### src/rtl/user_lock_pkg.sv
// Shared types and constants for the user-locked register bank.
// The write side imports READ_USR_DEF so both sides agree on the authorised reader.
package user_lock_pkg;

    typedef logic [1:0] usr_id_t;

    typedef enum logic [1:0] {
        IDLE,
        CHECK,
        RESP
    } rd_state_t;

    localparam int      NUM_USR      = 4;
    localparam usr_id_t READ_USR_DEF = 2'h2;

endpackage

### src/rtl/user_fail_counter.sv
// Per-user count of consecutive denied reads. Saturates at MAX_FAIL and
// raises a sticky lock flag; only reset clears the lock.
module user_fail_counter #(
    parameter int MAX_FAIL = 3,
    parameter int CNT_W    = $clog2(MAX_FAIL + 1)
) (
    input  logic clk,
    input  logic rst_n,
    input  logic inc_i,
    input  logic clr_i,
    output logic lock_o
);

    localparam logic [CNT_W-1:0] MAX_C  = CNT_W'(MAX_FAIL);
    localparam logic [CNT_W-1:0] LAST_C = CNT_W'(MAX_FAIL - 1);

    logic [CNT_W-1:0] cnt_q;
    logic             lock_q;

    always_ff @(posedge clk or negedge rst_n) begin
        if (!rst_n) begin
            cnt_q  <= '0;
            lock_q <= 1'b0;
        end else if (clr_i) begin
            cnt_q <= '0;
        end else if (inc_i && cnt_q != MAX_C) begin
            cnt_q <= cnt_q + CNT_W'(1);
            // lock in the same cycle the count reaches MAX_FAIL
            if (cnt_q == LAST_C)
                lock_q <= 1'b1;
        end
    end

    assign lock_o = lock_q;

endmodule

### src/rtl/user_locked_read_port.sv
// Access-controlled read port: only READ_USR gets register data; other IDs
// get err with zero data and accumulate failures towards a sticky lockout.
module user_locked_read_port
    import user_lock_pkg::*;
#(
    parameter int      DATA_W   = 8,
    parameter int      DEPTH    = 4,
    parameter int      ADDR_W   = 2,
    parameter usr_id_t READ_USR = READ_USR_DEF,
    parameter int      MAX_FAIL = 3
) (
    input  logic                    clk,
    input  logic                    rst_n,
    input  logic                    req_valid,
    output logic                    req_ready,
    input  logic [1:0]              req_usr_id,
    input  logic [ADDR_W-1:0]       req_addr,
    input  logic [DEPTH*DATA_W-1:0] reg_data,
    output logic                    rsp_valid,
    input  logic                    rsp_ready,
    output logic [DATA_W-1:0]       rsp_data,
    output logic                    rsp_err,
    output logic [NUM_USR-1:0]      lock_status
);

    rd_state_t          state_q;
    usr_id_t            usr_q;
    logic [ADDR_W-1:0]  addr_q;
    logic               req_ready_q;
    logic               rsp_valid_q;
    logic [DATA_W-1:0]  rsp_data_q;
    logic               rsp_err_q;
    logic [NUM_USR-1:0] lock_w;

    logic [DATA_W-1:0]  sel_data;
    logic               in_range;
    logic               usr_locked;
    logic               is_reader;
    logic               grant;
    logic               fail_inc;
    logic               fail_clr;

    always_comb begin
        sel_data = '0;
        for (int i = 0; i < DEPTH; i++)
            if (int'(addr_q) == i)
                sel_data = reg_data[i*DATA_W +: DATA_W];
        in_range   = int'(addr_q) < DEPTH;
        usr_locked = lock_w[usr_q];
        is_reader  = (usr_q == READ_USR);
        grant      = in_range && !usr_locked && is_reader;
        fail_inc   = (state_q == CHECK) && in_range && !usr_locked && !is_reader;
        fail_clr   = (state_q == CHECK) && grant;
    end

    for (genvar u = 0; u < NUM_USR; u++) begin : g_fail
        user_fail_counter #(.MAX_FAIL(MAX_FAIL)) u_cnt (
            .clk    (clk),
            .rst_n  (rst_n),
            .inc_i  (fail_inc && usr_q == usr_id_t'(u)),
            .clr_i  (fail_clr && usr_q == usr_id_t'(u)),
            .lock_o (lock_w[u])
        );
    end

    always_ff @(posedge clk or negedge rst_n) begin
        if (!rst_n) begin
            state_q     <= IDLE;
            usr_q       <= '0;
            addr_q      <= '0;
            req_ready_q <= 1'b1;
            rsp_valid_q <= 1'b0;
            rsp_data_q  <= '0;
            rsp_err_q   <= 1'b0;
        end else begin
            case (state_q)
                IDLE: begin
                    if (req_valid) begin
                        usr_q       <= req_usr_id;
                        addr_q      <= req_addr;
                        req_ready_q <= 1'b0;
                        state_q     <= CHECK;
                    end
                end
                CHECK: begin
                    rsp_data_q  <= grant ? sel_data : '0;
                    rsp_err_q   <= !grant;
                    rsp_valid_q <= 1'b1;
                    state_q     <= RESP;
                end
                RESP: begin
                    // ready stays low through the handshake cycle, so a
                    // request arriving alongside it waits for the next IDLE
                    if (rsp_ready) begin
                        rsp_valid_q <= 1'b0;
                        req_ready_q <= 1'b1;
                        state_q     <= IDLE;
                    end
                end
                default: state_q <= IDLE;
            endcase
        end
    end

    assign req_ready   = req_ready_q;
    assign rsp_valid   = rsp_valid_q;
    assign rsp_data    = rsp_data_q;
    assign rsp_err     = rsp_err_q;
    assign lock_status = lock_w;

endmodule
### config.mk
export PLATFORM = sky130hd
export DESIGN_NAME = user_locked_read_port
export DESIGN_NICKNAME = d
export VERILOG_FILES = /design/src/rtl/user_lock_pkg.sv /design/src/rtl/user_fail_counter.sv /design/src/rtl/user_locked_read_port.sv
export SDC_FILE = /design/constraint.sdc
export NUM_CORES = 1
export LEC_CHECK = 0
export ABC_AREA = 0
export CORE_MARGIN = 4
export CORE_UTILIZATION = 25
export DETAILED_ROUTE_END_ITERATION = 8
export PLACE_DENSITY = 0.49
export SLEW_MARGIN = 20
export SYNTH_ARGS = -nofsm -noshare
export SYNTH_HDL_FRONTEND = slang
export SYNTH_SLANG_ARGS = --single-unit
### constraint.sdc
create_clock -name clk -period 1.7 [get_ports clk]
set_input_delay 0.17 -clock clk [delete_from_list [all_inputs] [get_ports clk]]
set_output_delay 0.17 -clock clk [all_outputs]
set_load 0.1 [all_outputs]
==> results.md <==
* Lkg Pwr at 0.917 nW
* Max-cap violations at 0
* Via count at 962
* Synth top area share at 48.2%
* HP Class: primary input to async pin
* Met1 demand-to-capacity share in global routing at 11.8%
* H-Tree Depth at 1
* Final Hold Viols at 0
* Combinational fraction of design power at 59.8%
* IO Port Bufs at 54
* Post-CTS Hold Buffers at 0
* Final Total Pwr at 4.13 mW
* Die ar. at 6640 um2
* Starting Density at 26.1%
* Syn nets at 147
* Power per Cell Area at 1980 nW/um2
* Chip height at 81.5 um
* Hold_ws at 0.264 ns
* Slew margin rel. at 67.8%
* CP arrival at 1.71 ns
* Switching pwr at 2.03 mW
* Util after Layout at 40.4%
* Critical path required time at 1.86 ns
* Distinct cell type count after synthesis at 26
* Slew Viols, Final at 0
* Synth top area cells: dfrtp_1 (48%), mux4_2 (13%), ha_1 (5.6%)
* CTS clk-pin slew, worst paths at 0.10 ns
* CTS Root Buffer Type: clkbuf_8
* GRT Overall Usage at 9.96%
* Cell taking the most area after synthesis: dfrtp_1
* Wire per inst at 13.3 um
* Layout cells sized above 1 at 26.0%
* Register area share after synthesis at 50.1%
* Vias/cell at 4.29
* Drt total wl at 2970 um
* First-pass GRT wire length at 5010 um
* CP Capture Type: register
* Warnings, synthesis at 0
* Setup CP Type: register to register
* Remaining DRCs at 0
* Vias in the first global route at 1074
* Status: complete, no violations
* CP cell instances: ha_1 -> or3_1 -> or3_4 -> mux2i_1
* Maximum buffer depth of the clock tree at 2
* PostCTS Resize Cnt at 0
* Placed inst area at 2040 um2
* VDD IR max at 0.769 mV
* Post-Syn Instances at 101
* Rows at 26
* Slowest library cell on the worst path: dfrtp_1
* Critical Path Source: g_fail[0].u_cnt.cnt_q[0]$_DFFE_PN0P_
* Sw Ratio at 49.1%
* GRT Max-Usage Layer: met2
* Int Pwr at 2.10 mW
* Clock sinks at 27
* FF+latch count, synth at 27
* Final Cell Area at 2090 um2
* Antenna-violating nets left at 0
* CP Launch Type: register
* Max incr delay on CP at 0.42 ns
* Fin crit period at 1.56 ns
* Achievable Freq at 642 MHz
* Nets@finish at 201
* Ant diodes at 0
* Clock Latency Late Sink at 0.27 ns
* Routability cong. at 0.696
* Initial drt markers at 29
* CORE AREA at 5170 um2
* Met2 Usage GRT at 16.4%
* Tcrit/Tclk final at 91.7%
* Worst Path Max Fanout at 3
* Setup bufs post-CTS at 0
* Sequential Power Share at 31.4%
* GRT overflow at 0
* Num ports at 55
* Worst R2R Setup Slack at 0.14 ns
* Worst Skew at 0.00808 ns
* Final setup viols at 0
* Synthesized area at 1350 um2
* HPWL after detailed placement at 2450 um
* Unrepaired setup endpoints after global routing: no
* CTS tree: yes
* Worst reg2reg path depth at 4
* Worst r2r src: g_fail[0].u_cnt.cnt_q[0]$_DFFE_PN0P_
* Synth Area per Inst at 13.4 um2
* Pre-antenna DRT Iters at 3
* CTS Buf Count at 3
* Fin Setup TNS at 0 ns
* Initial antenna violation count at 0
* Die width at 81.5 um
* Largest net degree at the start of global routing at 28
* Clock share of power at 8.8%
* GR Util met3 at 3.51%
* Area Overhead vs Synth at 54.9%
* Worst-Margin Slew at 0.483 ns
* Reg-to-Reg End: g_fail[0].u_cnt.cnt_q[1]$_DFFE_PN0P_
## sequential cells by signal, indices dropped and copies added (netlist names)
name                 flops
req_ready                1
usr_q                    2
rsp_err                  1
state_q                  2
addr_q                   2
g_fail.u_cnt.lock_o      4
rsp_valid                1
rsp_data                 8
g_fail.u_cnt.cnt_q       6
## kinds of logic (layout without fill, tap and decap cells)
group	Yosys count	in the layout	share of synthesized area, %
flip-flops	27	27	50.1
AND/OR/NAND/NOR	13	13	7.51
multiplexers	15	15	18.9
XOR/XNOR	3	3	1.95
buffers and inverters	20	73	6.86
AO/OA/AOI/OAI	17	17	9.08
adder cells (fa/ha/maj)	6	6	5.56
## per-stage QoR
stage | cells | worst slack, ns
2_1_floorplan | 101 | 0.211
3_3_place_gp | 220 | 0.176
3_5_place_dp | 220 | 0.153
4_1_cts | 224 | 0.135
5_1_grt | 224 | 0.0255
6_report | 224 | 0.142
## worst max-delay path: cells and delay by family (launching register included)
family	cells	cell delay, ns
and+or+nand+nor	2	0.71
muxes	1	0.13
DFF	1	0.42
adders and majority gates	1	0.19
## layout make-up
type | count | area, um2
inverters | 11 | 41.3
fillers | 488 | 3080
flip-flops and latches | 27 | 677
clock inverters | 1 | 5.00
clock buffers | 3 | 41.3
repair buffers | 58 | 658
well taps | 70 | 87.6
multi-input cells | 54 | 581
## cell usage in the layout, fill, tap and decap left out, types with 2 or more instances in the layout
| cell type | count |
|---|---|
| nand2b_1 | 2 |
| a22o_1 | 8 |
| nor2_1 | 3 |
| o21ai_0 | 2 |
| a21oi_1 | 4 |
| clkbuf_8 | 3 |
| clkdlybuf4s50_1 | 39 |
| mux2_2 | 4 |
| mux2i_1 | 3 |
| inv_1 | 11 |
| o21bai_1 | 2 |
| buf_12 | 10 |
| buf_4 | 9 |
| ha_1 | 6 |
| xnor2_1 | 3 |
| nor4b_2 | 2 |
| dfrtp_1 | 26 |
| mux4_2 | 8 |
## cells in the mapped netlist
cell type   n
buf_4       4
mux2_2      4
nand2_1     1
dfrtp_1    26
nand2b_1    2
o21ai_0     2
o21bai_1    2
mux4_2      8
xnor2_1     3
or4_4       1
dfstp_2     1
mux2i_1     3
nor3b_1     1
ha_1        6
buf_2       2
or3_4       1
inv_1      11
a21oi_1     4
clkbuf_1    2
or3_1       1
nor4b_2     2
nor2_1      3
a21o_1      1
buf_1       1
nand3b_1    1
a22o_1      8
## routing by layer
| layer | routed length (um) | vias up |
|---|---|---|
| met1 | 1230 | 453 |
| met2 | 1380 | 45 |
| li1 | - | 462 |
| met5 | 0 | - |
| met4 | 27 | 0 |
| met3 | 336 | 2 |
## power groups by stage
stage	Clock, mW	Sequential, mW	Combinational [mW]
2_1_floorplan	0	2.00	1.02
3_3_place_gp	0	1.30	2.46
3_5_place_dp	0	1.32	2.50
4_1_cts	0.384	1.31	2.50
5_1_grt	0.412	1.37	2.59
6_report	0.363	1.30	2.47
## worst max path at each step
stage / end / slack [ns]
after CTS: rsp_data[0]$_DFFE_PN0N_ / 0.13
after global routing: g_fail[0].u_cnt.cnt_q[1]$_DFFE_PN0P_ / 0.03
after detailed placement: g_fail[0].u_cnt.cnt_q[1]$_DFFE_PN0P_ / 0.15
after floorplan: g_fail[0].u_cnt.cnt_q[0]$_DFFE_PN0P_ / 0.21
final: g_fail[0].u_cnt.cnt_q[1]$_DFFE_PN0P_ / 0.14
after global placement: rsp_data[0]$_DFFE_PN0N_ / 0.18
(Power assumes the default switching activity.)
